### src/rtl/alu_issue_ctrl.sv
// Execute-stage issue controller: 2-entry op FIFO, head opcode -> ALU control decode,
// valid/ready output handshake, committed NZVC flags and branch-condition outputs.
module alu_issue_ctrl #(
  parameter int DEPTH = 2
) (
  input  logic        clk,
  input  logic        reset,
  input  logic        in_valid,
  output logic        in_ready,
  input  logic [10:0] in_opcode,
  input  logic        in_sign,
  input  logic        in_alu_on,
  input  logic        flush,
  output logic [2:0]  alu_cntrl,
  input  logic [3:0]  alu_flags,
  output logic        out_valid,
  input  logic        out_ready,
  output logic [10:0] out_opcode,
  output logic        out_illegal,
  output logic [3:0]  flags_q,
  output logic        cond_lt,
  output logic        cond_zero
);

  // state | meaning
  // EMPTY | no buffered ops, out_valid low
  // ONE   | one op buffered, it is the head
  // FULL  | two ops buffered, in_ready low
  typedef enum logic [1:0] {
    EMPTY = 2'd0,
    ONE   = 2'd1,
    FULL  = 2'd2
  } state_t;

  state_t      state_q, state_d;
  logic [10:0] opcode_q [DEPTH];
  logic        sign_q   [DEPTH];
  logic        alu_on_q [DEPTH];
  logic        wr_ptr, rd_ptr;
  logic        push, pop;
  logic        flag_op;
  logic [10:0] head_opcode;
  logic        head_sign, head_alu_on;

  assign in_ready    = (state_q != FULL);
  assign out_valid   = (state_q != EMPTY);
  assign push        = in_valid & in_ready & ~flush;
  assign pop         = out_valid & out_ready & ~flush;
  assign head_opcode = opcode_q[rd_ptr];
  assign head_sign   = sign_q[rd_ptr];
  assign head_alu_on = alu_on_q[rd_ptr];
  assign out_opcode  = out_valid ? head_opcode : 11'd0;
  assign cond_lt     = flags_q[3] ^ flags_q[1];
  assign cond_zero   = alu_flags[2];

  always_ff @(posedge clk or posedge reset) begin
    if (reset) begin
      state_q <= EMPTY;
      wr_ptr  <= 1'b0;
      rd_ptr  <= 1'b0;
      flags_q <= 4'b0000;
      for (int i = 0; i < DEPTH; i++) begin
        opcode_q[i] <= 11'd0;
        sign_q[i]   <= 1'b0;
        alu_on_q[i] <= 1'b0;
      end
    end else begin
      state_q <= state_d;
      if (flush) begin
        wr_ptr <= 1'b0;
        rd_ptr <= 1'b0;
      end else begin
        if (push) begin
          opcode_q[wr_ptr] <= in_opcode;
          sign_q[wr_ptr]   <= in_sign;
          alu_on_q[wr_ptr] <= in_alu_on;
          wr_ptr           <= ~wr_ptr;
        end
        if (pop) begin
          rd_ptr <= ~rd_ptr;
          if (flag_op) flags_q <= alu_flags;
        end
      end
    end
  end

  always_comb begin
    state_d = state_q;
    if (flush) begin
      state_d = EMPTY;
    end else begin
      case (state_q)
        EMPTY:   if (push) state_d = ONE;
        ONE: begin
          if (push && !pop)      state_d = FULL;
          else if (pop && !push) state_d = EMPTY;
        end
        FULL:    if (pop) state_d = ONE;
        default: state_d = EMPTY;
      endcase
    end
  end

  // Priority decode of the head entry; only ADDS/SUBS are allowed to commit flags.
  always_comb begin
    alu_cntrl   = 3'b000;
    out_illegal = 1'b0;
    flag_op     = 1'b0;
    if (out_valid && head_alu_on) begin
      if (head_opcode[10:1] == 10'b1001000100) begin
        alu_cntrl = 3'b010;
      end else if (head_opcode == 11'b10101011000) begin
        alu_cntrl = 3'b010;
        flag_op   = 1'b1;
      end else if (head_opcode == 11'b11111000000 || head_opcode == 11'b11111000010) begin
        alu_cntrl = {2'b01, head_sign};
      end else if (head_opcode == 11'b11101011000) begin
        alu_cntrl = 3'b011;
        flag_op   = 1'b1;
      end else if (head_opcode[10:5] == 6'b100101) begin
        alu_cntrl = 3'b010;
      end else if (head_opcode == 11'b11010110000 || head_opcode[10:3] == 8'b10110100 ||
                   head_opcode[10:3] == 8'b01010100) begin
        alu_cntrl = 3'b000;
      end else begin
        out_illegal = 1'b1;
      end
    end
  end

endmodule

### config.mk
export PLATFORM = sky130hd
export DESIGN_NAME = alu_issue_ctrl
export DESIGN_NICKNAME = d
export VERILOG_FILES = /design/src/rtl/alu_issue_ctrl.sv
export SDC_FILE = /design/constraint.sdc
export NUM_CORES = 1
export LEC_CHECK = 0
export CORE_MARGIN = 2
export CORE_UTILIZATION = 49
export DETAILED_ROUTE_END_ITERATION = 7
export PLACE_DENSITY_LB_ADDON = 0.2
export SETUP_SLACK_MARGIN = 0.05
export SYNTH_ARGS = -nofsm -noshare
export SYNTH_HDL_FRONTEND = slang
export SYNTH_SLANG_ARGS = --single-unit
### constraint.sdc
create_clock -name clk -period 6.5 [get_ports clk]
set_clock_uncertainty 0.1 [all_clocks]
set_input_delay 1.95 -clock clk [delete_from_list [all_inputs] [get_ports clk]]
set_output_delay 1.95 -clock clk [all_outputs]
set_load 0.01 [all_outputs]
==> results of run 1 <==
==> cell usage after synthesis (3+ instances only) <==
cell type	number	share of area
xor2_1	3	0.013
mux2_1	4	0.023
nor2_1	16	0.030
inv_1	4	0.0075
nor4b_1	3	0.013
nand2b_1	3	0.0094
nand2_1	5	0.0094
dfrtp_1	34	0.43
a21oi_1	6	0.015
buf_2	5	0.013
mux2_2	27	0.15
mux2i_1	11	0.055
o21ai_0	3	0.0075
nor3b_1	3	0.011
nand3b_1	4	0.015
==> cell type report <==
type / instances / area (µm²)
clock buffer: 7 / 76.3
fill: 301 / 1420
inverter: 4 / 15.0
multi-input combinational: 125 / 1070
sequential: 34 / 851
tap: 50 / 62.6
timing repair buffer: 45 / 445
==> per-stage QoR <==
step                      cell area (µm²)  power [µW]  hold slack [ps]  instances  utilization
final                                2520         629              412        265        0.639
after global routing                 2520         670              433        265        0.639
after CTS                            2520         633              414        265        0.639
after detailed placement             2440         489              400        258        0.619
after global placement               2440         479              376        258        0.619
after floorplan                      1990         421              379        172            -
==> kinds of logic after synthesis <==
kind of cell | Yosys count | share of synthesized area
compound gates | 20 | 0.0774
xor+xnor | 3 | 0.0132
fa+ha+maj | 1 | 0.00629
buf+inv | 13 | 0.0352
flops | 34 | 0.428
mux | 42 | 0.231
other cells | 1 | 0.00188
simple gates | 58 | 0.208
==> power by group <==
group          leakage (µW)  total (µW)  internal (µW)  switching (µW)
sequential         0.000418         320            256            63.8
combinational      0.000551         167            104            63.3
clock             0.0000383         142           73.6            68.6
==> sequential cells by signal (all words and copies together), names as in the netlist <==
signal and cells:
opcode_q 22, flags_q 4, alu_on_q 2, sign_q 2, state_q 2, rd_ptr 1
wr_ptr 1
==> how the worst max path moves through the flow <==
stage,from,end,slack [ps],depth (start not counted)
after floorplan,alu_flags[2],cond_zero,2380,1
after global placement,alu_flags[2],cond_zero,1500,2
final,alu_flags[2],cond_zero,1490,2
after CTS,alu_flags[2],cond_zero,1490,2
after global routing,rd_ptr,alu_cntrl[1],1290,5
after detailed placement,alu_flags[2],cond_zero,1500,2
==> layer usage <==
layer | global-route usage | vias up | share of wire
li1 | - | 719 | -
met5 | 0 | - | 0
met4 | 0.0740 | 0 | 0.012
met2 | 0.366 | 65 | 0.52
met1 | 0.278 | 755 | 0.41
met3 | 0.0583 | 8 | 0.057
==> reports/qor.yml, run 1 <==
sta:
  hold_viol_final: 0
  relSlewSlack: 0.234
  setup_slack_ps: 1490
  setup_viol: 0
  fmax_mhz: 200
  slew_viol_final: 0
  tns_ps: 0
  post-route-period-util: 0.770
  tightest_slew_ps: 1140
  grt_setup_unrepaired: "false"
  min_period_ps: 5010
clock_tree:
  numCtsBuffers: 5
  post_cts_buffers: 0
  cts_tree: "built"
  clk_pin_slew_ps: 60
  clock_latency_ps: 280
  cts.sinks: 34
  cts_max_path_buffers: 2
  cts_resized: 0
  holdBufCountCts: 0
  cts-root-buf: "clkbuf_8"
  htreeDepth: 2
worst_setup_path:
  max_stage_delay_ps: 530
  crit_slowest_cell: "clkdlybuf4s50_1"
  path_max_fanout: 2
  reg2regPathDepth: 4
  timing.rr.start: "rd_ptr"
  reg2reg_to: "flags_q[0]"
  crit_type: "in2out"
  critPathTopFamily: "buffers and inverters"
  worst_setup_path_end_kind: "primary output"
  worstPathRequired_ps: 4450
  crit_chain: "clkdlybuf4s50_1 > clkdlybuf4s50_1"
  critPathBufInv: 2
  crit_path_frequent_cell: "clkdlybuf4s50_1"
  cp-start-kind: "primary input"
  arrival_ps: 2960
  rrSetupSlack_ps: 4030
min_path:
  worstHoldStart: "sign_q[0]"
  min_to: "sign_q[0]"
  whs_path_depth: 1
  hold_path_class: "reg2reg"
yosys:
  synth-seq-cells: 34
  syn_nets: 195
  synth_flop_cell: "dfrtp_1"
  synth.distinct_cells: 47
  yosys_warnings: 0
  synth_area_um2: 1990
  async_flop_share: 1.00
  ys_seq_area_frac: 0.428
  netlist_instances: 172
  synth-edff-count: 0
  avgSynthCellArea_um2: 11.6
grt:
  grt_max_degree: 35
  grt_pass1_vias: 1518
  grt-ovfl-total: 0
  grt_pass1_wl_um: 7400
  track_usage: 0.221
  antenna_found_initial: 0
power_and_ir_drop:
  vdd_drop_max_mv: 0.158
  p_per_area_nw_per_um2: 250
  p_leak_uw: 0.00101
detailed_routing:
  drtIter0Drc: 76
  post_drt_via_cell_ratio: 5.84
  wl_per_cell_um: 16.8
  routed_wirelength_um: 4450
  drc: 0
  drtAntennaViolNets: 0
  routed-via-count: 1547
  dr.pass1.iters: 4
final_layout:
  areaGrowthSynthToFinish_pct: 26.6
  finalNetCount: 238
  drive_gt1_frac: 0.205
  final_common_cell: "clkdlybuf4s50_1"
  most-common-layout-cells: "clkdlybuf4s50_1 (43), dfrtp_1 (34), mux2_2 (27)"
  antenna_cells: 0
die:
  die_y_um: 67.7
  die_area_um2: 4590
  dieWidth_um: 67.7
  core_um2: 3940
  std_cell_rows: 23
  io_pins: 45
  start_util: 0.505
placed_design:
  hpwl_um: 3220
  port_buffers: 43
  pre_cts_slack_ps: 1500
  place.gp.congestion: 0.841
flow_run:
  cap_violations: 0
status:
  status: "complete, no violations"
Note: power is estimated with default switching activity, not from simulation.
==> run 2, diff against run 1 <==
clock period = 5.1 ns   (was 6.5 ns; I/O delays follow)
==> run 2 against run 1 <==
  * Sequential power rose by 27%
  * Total power rose by 36%
  * Register-to-register slack got worse by 1300 ps
  * Critical path type is now reg2out
==> reports/qor.yml, run 2 (synthesis results as in run 1) <==
power_and_ir_drop:
  vdd_drop_max_mv: 0.244  # +55%
  p_clk_frac: 0.270  # +0.044
  seqPwrFrac: 0.477  # -0.032
  p_comb_frac: 0.253  # -0.012
  netSwitchingPower_uw: 260  # +33%
  swShare: 0.304  # -0.00681
  internal_power_uw: 596  # +37%
  p_per_area_nw_per_um2: 334  # +34%
  p_leak_uw: 0.00103  # +2.4%
clock_tree:
  htreeDepth: 2  # unchanged
  cts_max_path_buffers: 2  # unchanged
  cts.sinks: 34  # unchanged
  numCtsBuffers: 5  # unchanged
  cts_tree: "built"
  clk_pin_slew_ps: 70  # about the same
  holdBufCountCts: 0  # unchanged
  post_cts_buffers: 0  # unchanged
  cts_resized: 0  # unchanged
  cts-root-buf: "clkbuf_8"
  clock_latency_ps: 290  # about the same
final_layout:
  final_common_cell: "clkdlybuf4s50_1"
  largest_register_ffs: 22  # unchanged
  antenna_cells: 0  # unchanged
  regMostFlops: "opcode_q"
  layout.cells.non_filler: 267  # +0.75%
  most-common-layout-cells: "clkdlybuf4s50_1 (43), dfrtp_1 (34), mux2_2 (27)"
  areaGrowthSynthToFinish_pct: 28.7
  finalNetCount: 239  # +0.42%
  largestRegisters: "opcode_q: 22 flops, flags_q: 4 flops"
  drive_gt1_frac: 0.221  # +0.0165
placed_design:
  place.gp.congestion: 0.878  # +4.4%
  pre_cts_slack_ps: 899  # -596 ps
  placed_cells_incl_taps: 259  # +0.39%
  port_buffers: 43  # unchanged
  hpwl_um: 3360  # +4.6%
flow_run:
  cap_violations: 0  # unchanged
die:
  dieWidth_um: 67.7  # unchanged
  die_area_um2: 4590  # unchanged
  io_pins: 45  # unchanged
  start_util: 0.505  # unchanged
  die_y_um: 67.7  # unchanged
  std_cell_rows: 23  # unchanged
  core_um2: 3940  # unchanged
worst_setup_path:
  arrival_ps: 3000  # +40 ps
  path_max_fanout: 30  # +28
  timing.rr.start: "rd_ptr"
  reg2reg_to: "flags_q[1]"
  worstPathRequired_ps: 3470  # -980 ps
  worst_setup_path_end_kind: "primary output"
  crit_type: "reg2out"
  rrSetupSlack_ps: 2690  # -1340 ps
  reg2regPathDepth: 4  # unchanged
  cp-start-kind: "flip-flop"
sta:
  fmax_mhz: 216
  relSlewSlack: 0.289  # +0.0549
  post-route-period-util: 0.908
  setup_slack_ps: 468  # -1030 ps
  setup_viol: 0  # unchanged
  slew_viol_final: 0  # unchanged
  grt_setup_unrepaired: "false"
  tightest_slew_ps: 1070  # -76.1 ps
  tns_ps: 0  # unchanged
  hold_viol_final: 0  # unchanged
  min_period_ps: 4630
grt:
  antenna_found_initial: 0  # unchanged
  grt_pass1_vias: 1620  # +6.7%
  track_usage: 0.233  # +0.0115
  grt-ovfl-total: 0  # unchanged
  grt_pass1_wl_um: 7730  # +4.6%
  grt_max_degree: 35  # unchanged
detailed_routing:
  drtIter0Drc: 56  # -26%
  wl_per_cell_um: 17.4  # +4.0%
  drc: 0  # unchanged
  drtAntennaViolNets: 0  # unchanged
  dr.pass1.iters: 4  # unchanged
  routed_wirelength_um: 4660  # +4.8%
  routed-via-count: 1559  # +0.78%
  post_drt_via_cell_ratio: 5.84  # about the same
status:
  status: "complete, no violations"
min_path:
  min_to: "flags_q[2]"
  worstHoldStart: "flags_q[2]"
  hold_path_class: "reg2reg"
  whs_path_depth: 1  # unchanged
[run 2: cell count changes in the layout (fill, tap and decap cells not counted)]
| cell | delta |
|---|---|
| buf_4 | +1 |
| clkbuf_1 | -2 |
| clkbuf_8 | +3 |
[run 2: worst max-delay path by stage]
| stage | start | endpoint | slack, ps | depth (start not counted) |
|---|---|---|---|---|
| 2_1_floorplan | alu_flags[2] | cond_zero | 1820 | 1 |
| 3_3_place_gp | alu_flags[2] | cond_zero | 940 | 2 |
| 3_5_place_dp | rd_ptr | alu_cntrl[1] | 900 | 5 |
| 4_1_cts | rd_ptr | alu_cntrl[1] | 500 | 5 |
| 5_1_grt | rd_ptr | alu_cntrl[1] | 200 | 5 |
| 6_report | rd_ptr | alu_cntrl[1] | 470 | 5 |
[run 2: through the flow]
step / util / power (µW) / cell area (µm²) / hold slack (ps)
after floorplan: - / 536 / 1990 / 379
after global placement: 0.621 / 612 / 2450 / 376
after detailed placement: 0.621 / 627 / 2450 / 386
after CTS: 0.649 / 861 / 2560 / 401
after global routing: 0.649 / 908 / 2560 / 415
final: 0.649 / 856 / 2560 / 398
[run 2: final cells by class]
type / count / area (µm²)
repair buffers: 46 / 453
well taps: 50 / 62.6
multi-input cells: 125 / 1070
clock buffers: 8 / 110
fillers: 309 / 1380
flip-flops and latches: 34 / 851
inverters: 4 / 15.0
[run 2: worst max-delay path, stage by stage (launching register included)]
cell and delay, ps:
dfrtp_1 1050, nand2_1 240, nor4b_1 480, o32ai_1 200
a21oi_1 190, clkdlybuf4s50_1 570
[run 2: per-layer routing]
layer / wire (µm) / GRT usage
met2: 2380 / 0.393
met1: 1990 / 0.282
met4: 80 / 0.0918
met5: 0 / 0
met3: 203 / 0.0583
[run 2: power by group through the flow]
stage	Combinational, µW	Clock (µW)	Sequential [µW]
2_1_floorplan	159	0	377
3_3_place_gp	206	0	406
3_5_place_dp	217	0	410
4_1_cts	218	238	405
5_1_grt	237	253	418
6_report	216	231	408
==> edit 1, RTL diff (flow settings as in run 2) <==
Re-encode `state_t` (3 states) as one-hot, 3 bits wide.
--- a/src/rtl/alu_issue_ctrl.sv
+++ b/src/rtl/alu_issue_ctrl.sv
@@ -27,8 +27,8 @@
   // ONE   | one op buffered, it is the head
   // FULL  | two ops buffered, in_ready low
-  typedef enum logic [1:0] {
-    EMPTY = 2'd0,
-    ONE   = 2'd1,
-    FULL  = 2'd2
+  typedef enum logic [2:0] {
+    EMPTY = 3'b001,
+    ONE   = 3'b010,
+    FULL  = 3'b100
   } state_t;
 
Check against the original RTL: same outputs for any inputs over 10 cycles, from zero or initial values and one cycle with reset high; not proved beyond that.
==> edit 1 against run 2 <==
Sequential cell count grew 1; total power increased by 17%; register-to-register slack got worse by 0.63 ns; critical path depth rose by 2; routed wire length decreased by 4.9%; cell area down 1.6%; count of clock-buffer cells in the layout decreased by 1; hold slack better by 0.020 ns; first-iteration DRC count fell by 8.9%; synthesized cell count is 2.9% higher; setup slack gained 0.022 ns; area after synthesis down 0.57%; largest power group unchanged.
==> edit 1: results <==
[drt]
met1_length_um = 1870
post_drt_via_cell_ratio = 5.68
wl_met3_um = 212
drt_wl_total_um = 4430
first_iter_violations = 51
antenna_left = 0

[layout]
buf_share = 0.180
reg_top3 = "opcode_q x22, flags_q x4, state_q x3"
layout-drive-gt1-share = 0.221
num-multi-input-gates = 129
fill_cells = 319
seq_area_um2 = 877
nNetsFinal = 244
clock_cell_area_share = 0.0323
multi_input_area_share = 0.409
clockBufferCount = 7

[status]
status = "finished clean"

[global_routing]
track_usage = 0.221
use_met1 = 0.282
grtUsageMet3 = 0.0317
grt_max_degree = 36
grt_util_met2 = 0.374
grt_pass1_vias = 1552
grt_pass1_wl_um = 7490

[placed_design]
gp_congestion = 0.921
dpl.hpwl_um = 3340

[setup_path]
reg2reg_depth = 11
rrSetupSlack_ns = 2.06
slowest_delay_ns = 0.76
r2r_start = "state_q[0]$_DFFE_PP1P_"
crit_cells = 7
crit_arrival_ns = 2.98
r2r_end = "state_q[1]$_DFFE_PP0P_"
crit_fanout = 18
cp_top_family = "buffers and inverters"

[pwr]
leakagePower_nw = 1.04
p_int_uw = 652
p_seq_uw = 423
comb_power_share = 0.384
p_per_area_nw_per_um2 = 396
vdd_drop_max_mv = 0.236

[timing]
fin_hold_ws_ns = 0.418
fmax_mhz = 217
tightest_slew_ns = 0.865

[logic_synthesis]
ys_seq_area_frac = 0.443
syn_nets = 200
synth.distinct_cells = 45
netlist_top_cells_count = "dfrtp_1, mux2_2, nor2_1, mux2i_1, nand2_1"
netlist_top_cells_area = "dfrtp_1, mux2_2, mux2i_1"
-- edit 1: changes by cell type after synthesis, sizes merged, moves of 3 or more --
| cell | run 2 | this run |
|---|---|---|
| o22ai | 0 | 3 |
| nor3 | 1 | 5 |
| nand3b | 4 | 1 |
| nand3 | 0 | 3 |
-- edit 1: per-stage QoR --
step | std cells | cell area [um2]
floorplan | 177 | 1980
global placement | 264 | 2440
detailed placement | 264 | 2440
CTS | 272 | 2520
global route | 272 | 2520
finish | 272 | 2520
-- edit 1: logic make-up after synthesis --
kind of cell             synth area share
AND/OR/NAND/NOR                     0.195
other                             0.00190
flip-flops                          0.443
multiplexers                        0.238
adder cells (fa/ha/maj)           0.00632
AO/OA/AOI/OAI                      0.0652
buffers and inverters              0.0360
XOR/XNOR                           0.0133
-- edit 1: worst register-to-register path, delay by kind of cell (launching register included) --
family,cells,cell delay (ns)
AO/OA/AOI/OAI,2,0.35
adder cells (fa/ha/maj),1,0.11
buffers and inverters,1,0.23
flip-flops,1,0.57
AND/OR/NAND/NOR,7,1.58
==> edit 2, RTL diff (config.mk and constraints of run 2) <==
Without the edit above. `DEPTH`: 2 -> 4.
--- a/src/rtl/alu_issue_ctrl.sv
+++ b/src/rtl/alu_issue_ctrl.sv
@@ -2,5 +2,5 @@
 // valid/ready output handshake, committed NZVC flags and branch-condition outputs.
 module alu_issue_ctrl #(
-  parameter int DEPTH = 2
+  parameter int DEPTH = 4
 ) (
   input  logic        clk,
Function: same outputs for any inputs over 10 cycles, from zero or initial values and one cycle with reset high; that may be too few to reach the edited logic, so the function may still have changed.
==> edit 2 against run 2 <==
Hold slack lost 0.0038 ns; cell area decreased by 4.1%; non-clock buffer count up 1; setup slack got worse by 0.28 ns; routed wire length shrank 3.4%; global-route usage down 0.21 points; total power fell by 4.1%; area after synthesis decreased by 4.2%; sequential cell count unchanged; cell count shrank 0.75%; critical endpoint is now out_illegal; highest routed layer unchanged.
==> edit 2: results <==
[status]
status = "finished clean"

[drt]
first_iter_violations = 53
met1_length_um = 1920
post_drt_via_cell_ratio = 5.70
drt_pass1_iterations = 5
wl_per_cell_um = 17.0

[placed_design]
dp.cells = 257
gp_congestion = 0.953
placed_cell_area_um2 = 2360
dpl.hpwl_um = 3320

[global_routing]
grtUsageMet3 = 0.0443
grt_pass1_vias = 1604
use_met1 = 0.270
grt_pass1_wl_um = 7460
grt_util_met2 = 0.410

[layout]
fill_cells = 301
layout-drive-gt1-share = 0.230

[logic_synthesis]
synth_cells = 170
ys_seq_area_frac = 0.446
synth.distinct_cells = 46
netlist_top_cells_area = "dfrtp_1, mux2_2, mux2i_1"
netlist_top_cells_count = "dfrtp_1, mux2_2, nor2_1, mux2i_1"

[setup_path]
crit_arrival_ns = 3.28
r2r_end = "flags_q[3]$_DFFE_PP0P_"
slowest_delay_ns = 0.88
rrSetupSlack_ns = 2.51
crit_path_end = "out_illegal"

[hold_path]
hold_end = "flags_q[0]$_DFFE_PP0P_"
min-delay-start = "flags_q[0]$_DFFE_PP0P_"

[timing]
fin_hold_ws_ns = 0.394
slew_headroom = 0.449
fin_ws_ns = 0.192

[pwr]
p_seq_uw = 400
clock_power_uw = 203
sw_frac_of_total = 0.315
vdd_drop_max_mv = 0.211
leakagePower_nw = 0.988
-- edit 2: logic make-up after synthesis --
| logic type | count (synthesis) | synth area share |
|---|---|---|
| AOI/OAI and AO/OA | 17 | 0.0682 |
| xor gates and xnor gates | 3 | 0.0138 |
| adders and majority gates | 1 | 0.00656 |
| buffers and inverters | 13 | 0.0426 |
| DFF | 34 | 0.446 |
| muxes | 44 | 0.252 |
| other | 1 | 0.00197 |
| and+or+nand+nor | 57 | 0.169 |
-- edit 2: cell type report --
cell class / count / area [um2] / share of cell area
inverters: 5 / 18.8 / 0.00764
clock inverters: 1 / 5.00 / 0.00204
clock buffers: 7 / 86.3 / 0.0352
well taps: 48 / 60.1 / 0.0245
repair buffers: 47 / 460 / 0.187
multi-input cells: 123 / 975 / 0.397
flip-flops and latches: 34 / 851 / 0.346
-- edit 2: critical path: cells and delay by family (launching register included) --
family,cells,cell delay [ns]
and+or+nand+nor,2,0.29
buffers and inverters,2,0.83
DFF,1,0.88
AOI/OAI and AO/OA,2,0.60
muxes,1,0.39
